[src/rtl/count_sched_if.sv]
// count_sched_if: requester and counter-side bundle for count_sched.
// slave = scheduler side, master = requesters plus counter side.
interface count_sched_if #(
  parameter int WIDTH = 8
) ();
  logic [1:0]         req;
  logic [2*WIDTH-1:0] start_v;
  logic [2*WIDTH-1:0] stop_v;
  logic [1:0]         ack;
  logic [1:0]         done;
  logic               abort;
  logic               busy;
  logic               owner;
  logic               cnt_rst;
  logic               cnt_ld;
  logic [WIDTH-1:0]   cnt_v;
  logic [WIDTH-1:0]   cnt_count;

  modport master (
    output req, start_v, stop_v, abort, cnt_count,
    input  ack, done, busy, owner,
    input  cnt_rst, cnt_ld, cnt_v
  );

  modport slave (
    input  req, start_v, stop_v, abort, cnt_count,
    output ack, done, busy, owner,
    output cnt_rst, cnt_ld, cnt_v
  );
endinterface

[src/rtl/count_sched.sv]
// count_sched: shares one up-counter between two timed-interval requesters.
// Ports: clk, rst (async, active low), bus (count_sched_if.slave):
//   req/start_v/stop_v/abort in, ack/done/busy/owner out,
//   cnt_rst/cnt_ld/cnt_v drive the counter, cnt_count reads it back.
// Define COUNT_SCHED_RR_EN for round-robin; default is fixed priority.
module count_sched #(
  parameter int WIDTH = 8
) (
  input logic         clk,
  input logic         rst,
  count_sched_if.slave bus
);
  typedef enum logic [1:0] {
    IDLE,
    LOAD,
    RUN,
    DONE
  } state_t;

  state_t           state_q;
  state_t           state_d;
  logic             g;
  logic             take;
  logic [1:0]       ack_q;
  logic             owner_q;
  logic [WIDTH-1:0] start_q;
  logic [WIDTH-1:0] stop_q;

  assign take = (state_q == IDLE) && (|bus.req);

`ifdef COUNT_SCHED_RR_EN
  logic ptr_q;

  // A lone requester always wins; the pointer breaks ties.
  always_comb begin
    g = bus.req[1];
    if (bus.req == 2'b11) g = ptr_q;
  end

  always_ff @(posedge clk or negedge rst) begin
    if (!rst) ptr_q <= 1'b0;
    else if (take) ptr_q <= ~g;
  end
`else
  assign g = ~bus.req[0];
`endif

  always_comb begin
    state_d = state_q;
    unique case (state_q)
      IDLE: if (|bus.req) state_d = LOAD;
      LOAD: state_d = bus.abort ? IDLE : RUN;
      RUN: begin
        // abort wins over a same-cycle match
        if (bus.abort) state_d = IDLE;
        else if (bus.cnt_count == stop_q)
          state_d = DONE;
      end
      DONE: state_d = IDLE;
      default: state_d = IDLE;
    endcase
  end

  always_ff @(posedge clk or negedge rst) begin
    if (!rst) begin
      state_q <= IDLE;
      ack_q   <= 2'b00;
      owner_q <= 1'b0;
      start_q <= '0;
      stop_q  <= '0;
    end else begin
      state_q <= state_d;
      ack_q   <= 2'b00;
      if (take) begin
        ack_q   <= {g, ~g};
        owner_q <= g;
        start_q <= g ? bus.start_v[WIDTH +: WIDTH]
                     : bus.start_v[0 +: WIDTH];
        stop_q  <= g ? bus.stop_v[WIDTH +: WIDTH]
                     : bus.stop_v[0 +: WIDTH];
      end
    end
  end

  assign bus.ack     = ack_q;
  assign bus.done    = {owner_q, ~owner_q}
                     & {2{state_q == DONE}};
  assign bus.busy    = (state_q != IDLE);
  assign bus.owner   = owner_q;
  assign bus.cnt_rst = (state_q == IDLE)
                    || (state_q == DONE);
  assign bus.cnt_ld  = (state_q == LOAD);
  assign bus.cnt_v   = start_q;
endmodule

[src/flat_wrapper.sv]
// flat-port wrapper written by rule: the top's interface ports become plain ports
module count_sched_flat 
#(
  parameter int WIDTH = 8
)
  (clk, rst, bus_req, bus_start_v, bus_stop_v, bus_abort, bus_cnt_count, bus_ack, bus_done, bus_busy, bus_owner, bus_cnt_rst, bus_cnt_ld, bus_cnt_v);
  count_sched_if #(.WIDTH(WIDTH)) bus_i ();
  input logic clk;
  input logic rst;
  input wire logic [$bits(bus_i.req)-1:0] bus_req;
  input wire logic [$bits(bus_i.start_v)-1:0] bus_start_v;
  input wire logic [$bits(bus_i.stop_v)-1:0] bus_stop_v;
  input wire logic [$bits(bus_i.abort)-1:0] bus_abort;
  input wire logic [$bits(bus_i.cnt_count)-1:0] bus_cnt_count;
  output wire logic [$bits(bus_i.ack)-1:0] bus_ack;
  output wire logic [$bits(bus_i.done)-1:0] bus_done;
  output wire logic [$bits(bus_i.busy)-1:0] bus_busy;
  output wire logic [$bits(bus_i.owner)-1:0] bus_owner;
  output wire logic [$bits(bus_i.cnt_rst)-1:0] bus_cnt_rst;
  output wire logic [$bits(bus_i.cnt_ld)-1:0] bus_cnt_ld;
  output wire logic [$bits(bus_i.cnt_v)-1:0] bus_cnt_v;
  assign bus_i.req = bus_req;
  assign bus_i.start_v = bus_start_v;
  assign bus_i.stop_v = bus_stop_v;
  assign bus_i.abort = bus_abort;
  assign bus_i.cnt_count = bus_cnt_count;
  assign bus_ack = bus_i.ack;
  assign bus_done = bus_i.done;
  assign bus_busy = bus_i.busy;
  assign bus_owner = bus_i.owner;
  assign bus_cnt_rst = bus_i.cnt_rst;
  assign bus_cnt_ld = bus_i.cnt_ld;
  assign bus_cnt_v = bus_i.cnt_v;
  count_sched #(.WIDTH(WIDTH)) u_core (.clk(clk), .rst(rst), .bus(bus_i));
endmodule
[config.mk]
export PLATFORM = sky130hd
export DESIGN_NAME = count_sched_flat
export DESIGN_NICKNAME = d
export VERILOG_FILES = /design/src/rtl/count_sched_if.sv /design/src/rtl/count_sched.sv /design/src/flat_wrapper.sv
export SDC_FILE = /design/constraint.sdc
export NUM_CORES = 1
export LEC_CHECK = 0
export ABC_AREA = 1
export CAP_MARGIN = 0
export CORE_MARGIN = 8
export CORE_UTILIZATION = 39
export DETAILED_ROUTE_END_ITERATION = 10
export PLACE_DENSITY = 0.79
export SYNTH_ARGS = -nofsm -noshare
export SYNTH_HDL_FRONTEND = slang
export SYNTH_SLANG_ARGS = --single-unit
[constraint.sdc]
create_clock -name clk -period 1.7 [get_ports clk]
set_input_delay 0.34 -clock clk [delete_from_list [all_inputs] [get_ports clk]]
set_output_delay 0.34 -clock clk [all_outputs]
set_load 0.01 [all_outputs]
After elaboration in Yosys (flattened, before gate mapping). Index checks and enable logic that the tools add are counted.

Eq/ne operators: 6. Reductions and logical operators: 6. Multiplexer cells: 8. Bitwise logic cells: 3.

Operator list (number): 8-bit two-way mux (2); 2-bit two-way mux (5); 8-bit equality test (1); 2-bit one-hot mux with 4 select lines (1); 2-bit equality test, second input constant (2); 3-bit by 2-bit != test with 1-bit output, second input constant (1); 2-bit AND (1); 2-bit by 1-bit equality test with 1-bit output, second input constant (1); 2-bit logical NOT (1); 2-bit != test, second input constant (1); 1-bit NOT (2); 2-bit AND reduction (1); 2-bit nonzero test (1); 2-bit OR reduction (1); 1-bit logical AND (1); 1-bit logical OR (1).

Word-level logic and storage cells: 28. Flip-flop bits (word level): 21. Input bits: 45. Output and inout bits: 16.

Depth between registers and ports, before layout.
Word-level depth: 4. Mapped depth: 10.

Worst setup path after synthesis. OpenSTA, ideal clock, no wires.

Path kind: register to register. Start point: register u_core.state_q[0]. End point: register u_core.start_q[5] (netlist: u_core.bus.cnt_v[5]). Period minus slack after synthesis: 1.402 ns. Data arrival time: 1.279 ns. Path slack: 0.298 ns. Library setup time: 0.122 ns. Cell stages (with the launch flop): 9. Required time: 1.578 ns. Buffers on the path: 1. Path through: dfrtp_1 -> inv_1 -> ha_1 -> inv_2 -> a21oi_4 -> inv_2 -> buf_6 -> a22oi_2 -> nand2_1.

Longest elaborated chain between the ends: 2.

Ends and longest elaborated chain: start: declaration (RTL line count_sched.sv:20) `state_t state_q;`; start signal: assignment (RTL line count_sched.sv:72) `state_q <= state_d;`; 2-bit logical NOT (RTL line count_sched.sv:29) `assign take = (state_q == IDLE) && (|bus.req);`; 1-bit logical AND (RTL line count_sched.sv:29); end signal: assignment (RTL line count_sched.sv:77) `start_q <= g ? bus.start_v[WIDTH +: WIDTH]`; end: declaration (RTL line count_sched.sv:26) `logic [WIDTH-1:0] start_q;`.

Every way passes these cells. A chain may end at the register's enable or synchronous reset.

Worst setup path after layout.
Start point: register u_core.state_q[1]. End point: output port bus_cnt_rst.

Longest elaborated chain between the ends: 2.

Ends and longest elaborated chain: 2-bit equality test or 2-bit logical NOT (tied branches) (RTL line count_sched.sv:91, count_sched.sv:90); 1-bit logical OR * (RTL line count_sched.sv:91) `|| (state_q == DONE);`; end: declaration (RTL line flat_wrapper.sv:19) `output wire logic [$bits(bus_i.cnt_rst)-1:0] bus_cnt_rst;`.

Every way passes the cells marked *; elsewhere a longest branch is shown, timed or not.

==> run summary <==
Critical Path Sink Type = primary output
Crit-path slowest cell = dfrtp_1
Most frequent cells in the layout = clkdlybuf4s50_1 (55), nand2_1 (51), dfrtp_1 (21), inv_1 (14)
Worst Setup Slack, final = 0.02299 ns
Worst slew pin tran = 0.4226 ns
Max-Cap Viols = 0
Largest net degree at the start of global routing = 22
Crit path max-delay family = flip-flops
Worst slack, placed = -0.009911 ns
Initial DRT Pass Iterations = 4
CTS tree = built
CP Launch Type = register
Post-synth top area share = 43.70%
Worst r2r path cells = 10
Ranking of synthesized cells by area = dfrtp_1 (44%), nand2_1 (16%), a22oi_2 (10%)
Global route overflow = 0
Ys Warns = 0
WP data required = 1.36 ns
# H-tree levels = 1
Die area = 5116 sq um
Rel. slew slack = 71.78%
Gr usage total = 14.31%
Peak supply drop = 0.7039 mV
Post-Route WL = 3727 um
First-pass GRT wire length = 5858 um
Initial Utilization = 40.04%
DR WL/cell = 15.15 um
CTS root buffer = clkbuf_4
CP max stage delay = 0.44 ns
Via/cell ratio = 4.821
Clock-pin slew on the worst setup and hold paths = 0.12 ns
Ports = 61
Most common cell after layout, fill and taps aside = clkdlybuf4s50_1
Crit path arrival time = 1.34 ns
Pwr per Cell Area = 1538 nW/um^2
Post-route minimum period = 1.677 ns
Rows = 20
Port Buf Inserts = 60
Core Footprint = 3003 sq um
Synthesized instance count = 140
Post-synth top area cell = dfrtp_1
Area Growth Syn to Fin = 61.71%
Syn_area_per_cell = 8.589 sq um
Static leakage = 0.9482 nW
Post-DP HPWL = 2677 um
Fin nets = 263
CTS sink count = 21
Vias = 1186
Residual DRC = 0
Initial antenna violation count = 0
Area of the mapped netlist = 1202 sq um
Crit-path max FO = 4
CTS Buf Count = 3
CP Buf/Inv Count = 4
Clk_skew = 0.0009046 ns
Clk buf depth = 2
Synthesized Nets = 189
Antenna Nets Post-Route = 0
Maximum clock rate = 0.5963 GHz
DRT iter0 DRCs = 59
Die H = 71.53 um
Hold Fails Final Rpt = 0
Tcrit/Tclk final = 98.65%
CP Depth = 5
Diodes inserted = 0
# fillers = 260
GPL Wtd Cong = 0.8653
Overall Power = 2.991 mW
Share of cells above drive strength 1 = 24.41%
Hold Crit Class = primary input to async pin
Synth Register Bits = 21
Worst Setup Path Type = register to primary output
Vias in the first global route = 1246
Number of distinct library cells after synthesis = 17
Sequential area share after synthesis = 43.70%
Skew-Pair Late Insertion Delay = 0.30 ns
Critical Path, Cell by Cell = buf_4 > inv_2 > ha_4 > inv_1 > buf_2
Run status = finished, final reports clean
Die Width = 71.53 um
Final setup violation count = 0
Max Slew Vio Count = 0
## area by class of cell
class	instances	area, sq um	area share [%]
clock inverters	1	5.005	0.2574
flip-flops and latches	21	525.5	27.03
well taps	33	41.29	2.124
multi-input cells	95	585.6	30.12
inverters	21	98.84	5.084
clock buffers	3	22.52	1.158
repair inverters	1	3.754	0.1931
repair buffers	71	661.9	34.04
## power breakdown
part	total, mW	switching, mW	internal (mW)	leakage, nW
registers	0.931	0.185	0.746	0.257
clock network	0.243	0.156	0.0876	0.0177
logic	1.82	0.904	0.912	0.673
total	2.99	1.24	1.75	0.948
## state kept, by name, summed over array words and instances (netlist names)
register and flops:
u_core.bus.cnt_v 8, u_core.stop_q 8, u_core.bus.ack 2, u_core.state_q 2, u_core.bus.owner 1
## cell usage after synthesis, drive strengths merged
cell and n:
nand3 2, nor3 1, nand2 61, a21oi 1, inv 20, xnor2 4
a22oi 16, clkinv 1, ha 4, nor2 6, buf 3, dfrtp 21
## metal layers
metal / routed length, um / part of all wire [%] / track usage [%] / vias up
li1: - / - / - / 583
met1: 1341 / 36 / 13.97 / 551
met2: 2008 / 54 / 27.76 / 46
met3: 318 / 8.5 / 4.603 / 6
met4: 59 / 1.6 / 4.082 / 0
met5: 0 / 0 / 0 / -
## worst paths after layout
path	to	startpoint	slack (ns)
hold reg to reg	u_core.bus.cnt_v[4]	u_core.bus.cnt_v[4]	0.51
setup reg to reg	u_core.bus.cnt_v[2]	u_core.state_q[1]	0.04
setup / recovery	bus_cnt_rst	u_core.state_q[1]	0.02
max in group asynchronous	u_core.bus.cnt_v[5]	rst	1.12
min in group clk	u_core.bus.cnt_v[4]	u_core.bus.cnt_v[4]	0.51
hold / removal	u_core.bus.cnt_v[7]	rst	0.37
## worst register-to-register path, stage by stage, from the launching register on
cell     delay, ns
dfrtp_1       0.45
buf_4         0.17
inv_2         0.07
ha_4          0.13
inv_2         0.04
buf_4         0.14
a21oi_4       0.12
buf_6         0.15
inv_6         0.05
a22oi_1       0.15
nand2_1       0.09
## per-stage QoR
stage	hold slack (ns)	instance area [sq um]	TNS [ns]	std cells	util, %
floorplan	0.04441	1202	0	140	-
global placement	0.4768	1826	0	232	60.79
detailed placement	0.4856	1826	-0.01661	232	60.79
CTS	0.3711	1916	-0.1948	241	63.79
global route	0.3685	1944	-0.1996	246	64.75
finish	0.3660	1944	0	246	64.75
## cell families (layout without fill, tap and decap cells)
family / Yosys count / count (layout) / synth area share (%)
buffers and inverters: 24 / 97 / 9.469
flip-flops: 21 / 21 / 43.70
adder cells (fa/ha/maj): 4 / 4 / 4.162
AND/OR/NAND/NOR: 70 / 70 / 24.24
XOR/XNOR: 4 / 4 / 2.913
AO/OA/AOI/OAI: 17 / 17 / 15.50
## repair_timing
item / CTS / global route
gates resized for setup: 18 / 12
pin swaps: 1 / 1
hold buffers: 0 / 0
endpoints found under the setup margin: 6 / 13
cloned: 1 / 0
buffers inserted: 4 / 5
(Power assumes the default switching activity.)
